`config.mk`:
```
export PLATFORM = sky130hd
export DESIGN_NAME = stopwatch_timer
export DESIGN_NICKNAME = d
export VERILOG_FILES = /design/src/rtl/stopwatch_timer.sv
export SDC_FILE = /design/constraint.sdc
export NUM_CORES = 1
export LEC_CHECK = 0
export BUFFER_PORTS_ARGS = -buffer_cell sky130_fd_sc_hd__clkbuf_2
export CAP_MARGIN = 40
export CORE_MARGIN = 3
export CORE_UTILIZATION = 40
export DETAILED_ROUTE_END_ITERATION = 10
export PLACE_DENSITY_LB_ADDON = 0.1
export SYNTH_ARGS = -nofsm -noshare
export SYNTH_HDL_FRONTEND = slang
export SYNTH_SLANG_ARGS = --single-unit
```
`constraint.sdc`:
```
create_clock -name clk -period 3.23 [get_ports clk]
set_input_delay 0.323 -clock clk [delete_from_list [all_inputs] [get_ports clk]]
set_output_delay 0.323 -clock clk [all_outputs]
set_load 0.03 [all_outputs]
```
`src/rtl/stopwatch_timer.sv`:
```
// Stopwatch counting 00:00.00..59:59.99 on a 100 Hz time base, with run/pause/clear control.
// Optional lap-hold display freeze is enabled by defining STOPWATCH_LAP_HOLD_EN.
module stopwatch_timer (
    input  logic        clk,
    input  logic        rst,
    input  logic        clk_100hz,
    input  logic        start_stop,
    input  logic        clear,
    input  logic        lap,
    output logic [23:0] time_bcd,
    output logic        running,
    output logic        overflow,
    output logic        lap_active
);

    typedef enum logic [1:0] {StIdle, StRun, StPause} state_e;

    // Per-nibble maximum, {min_t, min_u, sec_t, sec_u, cs_t, cs_u}
    localparam logic [23:0] DigitMax = 24'h595999;

    state_e      state_q, state_d;
    logic        clk_100hz_q;
    logic        tick;
    logic        do_clear;
    logic        do_count;
    logic        carry;
    logic [23:0] count_q, count_d;
    logic        overflow_q, overflow_d;

    assign tick = clk_100hz & ~clk_100hz_q;

    always_comb begin
        state_d  = state_q;
        do_clear = 1'b0;
        unique case (state_q)
            StIdle: begin
                if (clear) begin
                    do_clear = 1'b1;
                end else if (start_stop) begin
                    state_d = StRun;
                end
            end
            StRun: begin
                if (start_stop) begin
                    state_d = StPause;
                end
            end
            StPause: begin
                if (clear) begin
                    do_clear = 1'b1;
                    state_d  = StIdle;
                end else if (start_stop) begin
                    state_d = StRun;
                end
            end
            default: state_d = StIdle;
        endcase
    end

    // A tick on the RUN->PAUSE edge still counts: decision uses the current state.
    assign do_count = tick && (state_q == StRun);

    always_comb begin
        count_d    = count_q;
        overflow_d = overflow_q;
        carry      = do_count;
        for (int i = 0; i < 6; i++) begin
            if (carry) begin
                if (count_q[4*i +: 4] >= DigitMax[4*i +: 4]) begin
                    count_d[4*i +: 4] = 4'd0;
                end else begin
                    count_d[4*i +: 4] = count_q[4*i +: 4] + 4'd1;
                    carry             = 1'b0;
                end
            end
        end
        if (carry) begin
            overflow_d = 1'b1;
        end
        if (do_clear) begin
            count_d    = '0;
            overflow_d = 1'b0;
        end
    end

    always_ff @(posedge clk or posedge rst) begin
        if (rst) begin
            state_q     <= StIdle;
            clk_100hz_q <= 1'b0;
            count_q     <= '0;
            overflow_q  <= 1'b0;
        end else begin
            state_q     <= state_d;
            clk_100hz_q <= clk_100hz;
            count_q     <= count_d;
            overflow_q  <= overflow_d;
        end
    end

    assign running  = (state_q == StRun);
    assign overflow = overflow_q;

`ifdef STOPWATCH_LAP_HOLD_EN
    logic        lap_active_q, lap_active_d;
    logic [23:0] disp_q, disp_d;

    // Lap only toggles in RUN; leaving RUN drops the hold so the paused count shows.
    always_comb begin
        lap_active_d = 1'b0;
        if (state_d == StRun) begin
            lap_active_d = lap_active_q ^ (lap && (state_q == StRun));
        end
        disp_d = (lap_active_d && lap_active_q) ? disp_q : count_d;
    end

    always_ff @(posedge clk or posedge rst) begin
        if (rst) begin
            lap_active_q <= 1'b0;
            disp_q       <= '0;
        end else begin
            lap_active_q <= lap_active_d;
            disp_q       <= disp_d;
        end
    end

    assign time_bcd   = disp_q;
    assign lap_active = lap_active_q;
`else
    logic unused_lap;
    assign unused_lap = lap;
    assign time_bcd   = count_q;
    assign lap_active = 1'b0;
`endif

endmodule

```
# After elaboration in Yosys (flattened, before gate mapping)
# Cells that the tools add are included.
# Widths: inputs -> output; s select.
# op_classes
n_addsub	6
magnitude_cmp	6
n_eq_ne	4
muxes	34
n_bitwise	2
reduce_logical	11
# ops
cell	n
$mux 4	12
$add 4x1->4 const B	6
$mux 24	1
$ge 4x4->1 const B	4
$mux 1	16
$reduce_bool 2->1	7
$ge 4x3->1 const B	2
$mux 2	4
$pmux 2 s3	1
$ne 2x2->1 const B	2
$eq 2x1->1 const B	1
$eq 2x2->1 const B	1
$logic_not 2->1	1
$reduce_and 2->1	1
$reduce_or 2->1	1
$and 1x1->1	1
$logic_and 1x1->1	1
$not 1->1	1
# totals
reg_bits	28
inputBits	6
output_inout_bits	27

# Longest topological paths before layout
# depth
word_depth	11
depth_mapped	8

# Worst setup path after synthesis
# No wires, ideal clock.
# synth_timing
kind	register -> register
from	register count_q[0] (netlist: time_bcd[0])
to	register count_q[22] (netlist: time_bcd[22])
arrival_ps	2299
slack_ps	853
stages_incl_launch_ff	8
cell_sequence	dfrtp_1 inv_1 ha_1 nor3b_1 nor4_4 nand4_4 or4b_1 a21oi_1
# synth_between
elab_chain_cells	8
# synth_rtl
item	line_no	text
from (decl)	27	logic [23:0] count_q, count_d;
from (signal assigned)	95	count_q <= count_d;
$ge 4x4->1	69	if (count_q[4*i +: 4] >= DigitMax[4*i +: 4]) begin
$mux 1	69	
$mux 1 (5 in a row)	68	if (carry) begin
$reduce_bool 2->1 (no line)	--	
# No other way between the ends.
# A chain may end at the register's enable or synchronous reset.

# Worst setup path after layout
# Ends and elaborated chain as after synthesis.

==> flow_metrics.py <==
metrics = {
    "status": {
        "status": "complete, no violations",
    },
    "floorplanning": {
        "die_y_um": 71.5,
        "dieWidth_um": 71.5,
        "start_util_pct": 42.3,
        "io_pins": 33,
        "rows": 23,
        "core_area_um2": 4060,
        "dieArea_um2": 5110,
    },
    "layout": {
        "multi_input_area_um2": 931,
        "regArea_um2": 701,
        "diodes": 0,
        "fillCellCount": 389,
        "final_nets": 235,
        "drive_gt1_share_pct": 18.7,
        "area_growth_pct": 15.0,
        "design_area_um2": 1970,
    },
    "setup_path": {
        "end_kind": "register",
        "cp-start-kind": "register",
        "critPathArrivalTime_ps": 2620,
        "r2r_setup_slack_ps": 790,
        "crit_required_ps": 3420,
        "cp_max_fo": 8,
        "critPathKind": "register to register",
    },
    "clocking": {
        "root_buffer": "clkbuf_8",
        "cts_setup_buffers": 0,
        "clockBufferDepth": 2,
        "h-tree-depth": 1,
        "cts_tree": "done",
        "ctsResizeCount": 0,
        "cts_made_buffers": 3,
        "clock_latency_ps": 270,
        "cts_sinks": 28,
        "clk_pin_slew_ps": 100,
        "postCtsHoldBufs": 0,
    },
    "pwr": {
        "internal_power_mw": 0.467,
        "switching_power_mw": 0.165,
        "pwr-share-seq_pct": 57.7,
        "pwr-share-comb_pct": 12.3,
        "switching_share_pct": 26.2,
        "power.density_nw_per_um2": 320,
        "ir_drop_mv": 0.187,
        "leakagePower_nw": 0.957,
        "clkPwrFrac_pct": 30.0,
    },
    "sta": {
        "hold_viol_final": 0,
        "max_freq_mhz": 410,
        "rsz0062_at_grt": "no",
        "hold_slack_ps": 47.1,
        "finalSetupTns_ps": 0,
        "finalSetupViolations": 0,
        "slew_violations": 0,
        "fin_crit_ps": 2440,
        "period_share_pct": 75.4,
        "slew_headroom_pct": 46.3,
        "tightest_slew_ps": 805,
        "final.setup_skew_ps": 8.49,
    },
    "synthesis": {
        "avgSynthCellArea_um2": 9.53,
        "synthCells": 180,
        "yosys_warnings": 0,
        "yosysUniqueCellTypes": 38,
        "seq_area_frac_synth_pct": 40.8,
        "synth_fp_nets": 204,
        "ys_seq_elements": 28,
        "synth_area_um2": 1720,
    },
    "place": {
        "hpwl_um": 2690,
        "gp_congestion": 0.769,
        "dpl-instance-area_um2": 1930,
        "portBuffers": 30,
    },
    "routing": {
        "avgRoutedWirePerCell_um": 13.8,
        "viasPerCell": 5.44,
        "drtIter0Drc": 37,
        "drc": 0,
        "vias": 1408,
        "ant_nets": 0,
        "firstDrtPassIters": 4,
        "wirelength_um": 3560,
    },
    "global_routing": {
        "grt_overflow_total": 0,
        "grt_util_all_layers_pct": 15.1,
        "grt_pass1_vias": 1416,
        "grt_pass1_wl_um": 6330,
        "grt_max_degree": 25,
        "antenna_found_initial": 0,
    },
    "hold_path": {
        "min_path_type": "input port to async pin",
    },
    "job": {
        "drv_cap": 0,
    },
}
stage by stage:
step | setup WS (ps) | total power, mW | utilization (%) | std cells
6_report | 794 | 0.632 | 48.6 | 259
5_1_grt | 626 | 0.668 | 48.6 | 259
4_1_cts | 797 | 0.645 | 48.6 | 259
3_5_place_dp | 785 | 0.451 | 47.6 | 256
3_3_place_gp | 885 | 0.444 | 46.9 | 255
2_1_floorplan | 853 | 0.428 | - | 180
layout make-up:
cell class,instances,share of cell area [%]
Multi-Input combinational cell,131,47.2
Sequential cell,28,35.5
Timing Repair Buffer,31,9.00
Tap cell,50,3.17
Inverter,16,3.04
Clock buffer,3,2.09
final timing paths:
path                                   from      endpoint  depth (start not counted)
worst max-delay path            time_bcd[0]  time_bcd[22]                          7
worst min-delay path                    rst   time_bcd[7]                          2
worst max register to register  time_bcd[0]  time_bcd[22]                          7
worst min register to register     overflow      overflow                          2
max in group asynchronous               rst  time_bcd[20]                          3
min in group clk                  clk_100hz   clk_100hz_q                          1
power groups by stage:
stage | Clock [mW] | Sequential (mW) | Combinational [mW]
finish | 0.190 | 0.365 | 0.0778
global route | 0.214 | 0.366 | 0.0870
CTS | 0.201 | 0.365 | 0.0795
detailed placement | 0 | 0.372 | 0.0796
global placement | 0 | 0.371 | 0.0729
floorplan | 0 | 0.374 | 0.0538
flip-flops by register name, indices dropped and copies added (netlist names):
name and cells:
time_bcd 24, clk_100hz_q 1, state_q 2, overflow 1
cells in the mapped netlist:
cell / n / area [µm²]
ha_1: 18 / 225
xnor2_1: 2 / 17.5
or4b_1: 2 / 20.0
dfrtp_1: 28 / 701
nor2_1: 13 / 48.8
o31a_1: 2 / 17.5
nand4_1: 1 / 6.26
nor4_4: 1 / 21.3
buf_4: 1 / 7.51
or3_1: 3 / 18.8
nand3_1: 11 / 55.1
o22ai_1: 1 / 6.26
buf_2: 1 / 5.00
nand4_4: 1 / 21.3
nor3b_1: 2 / 15.0
a22o_1: 1 / 8.76
o31ai_1: 3 / 22.5
inv_1: 16 / 60.1
nand2_1: 14 / 52.6
nor2b_1: 3 / 18.8
conb_1: 1 / 3.75
o21ai_0: 6 / 30.0
and3_1: 1 / 6.26
a211oi_1: 1 / 7.51
nand2b_1: 5 / 31.3
nor3_1: 2 / 10.0
clkbuf_1: 3 / 11.3
mux2_2: 1 / 11.3
nor3_4: 1 / 16.3
or4_1: 1 / 7.51
nand3b_1: 1 / 7.51
and2b_1: 1 / 7.51
and3b_1: 1 / 8.76
nand4bb_4: 1 / 27.5
a41oi_1: 3 / 26.3
a21o_1: 3 / 22.5
a21oi_1: 21 / 105
nand4b_1: 3 / 26.3
worst max-delay path: stages, from the launching register on:
cell     delay, ps
dfrtp_1        430
inv_1          100
ha_1           190
nor3b_1        190
nor4_4         510
nand4_4        220
or4b_1         540
a21oi_1        170
cell usage in the layout, fill, tap and decap left out, types with 2 or more instances in the layout:
| cell type | count |
|---|---|
| o21ai_0 | 6 |
| a21oi_1 | 21 |
| nand2_1 | 14 |
| or4b_1 | 2 |
| ha_1 | 18 |
| nor3b_1 | 2 |
| nor3_1 | 2 |
| nor2b_1 | 3 |
| nand4b_1 | 3 |
| o31ai_1 | 3 |
| dfrtp_1 | 28 |
| o31a_1 | 2 |
| a21o_1 | 3 |
| nor2_1 | 13 |
| clkbuf_8 | 3 |
| a41oi_1 | 3 |
| xnor2_1 | 2 |
| nand3_1 | 11 |
| nand2b_1 | 5 |
| clkbuf_2 | 30 |
| or3_1 | 3 |
| inv_1 | 16 |
layer usage:
layer / vias to the layer above / routed length (µm) / track usage [%] / share of wire, %
met5: - / 0 / 0 / 0
met3: 4 / 177 / 2.24 / 5.0
met4: 0 / 42 / 5.01 / 1.2
li1: 686 / - / - / -
met1: 677 / 1560 / 19.1 / 44
met2: 41 / 1790 / 26.2 / 50
logic make-up after synthesis:
kind of cell / synth area share (%)
buf+inv: 4.89
compound gates: 14.4
fa+ha+maj: 13.1
simple gates: 24.9
xor+xnor: 1.02
flops: 40.8
mux: 0.656
other cells: 0.219
(Power assumes the default switching activity.)
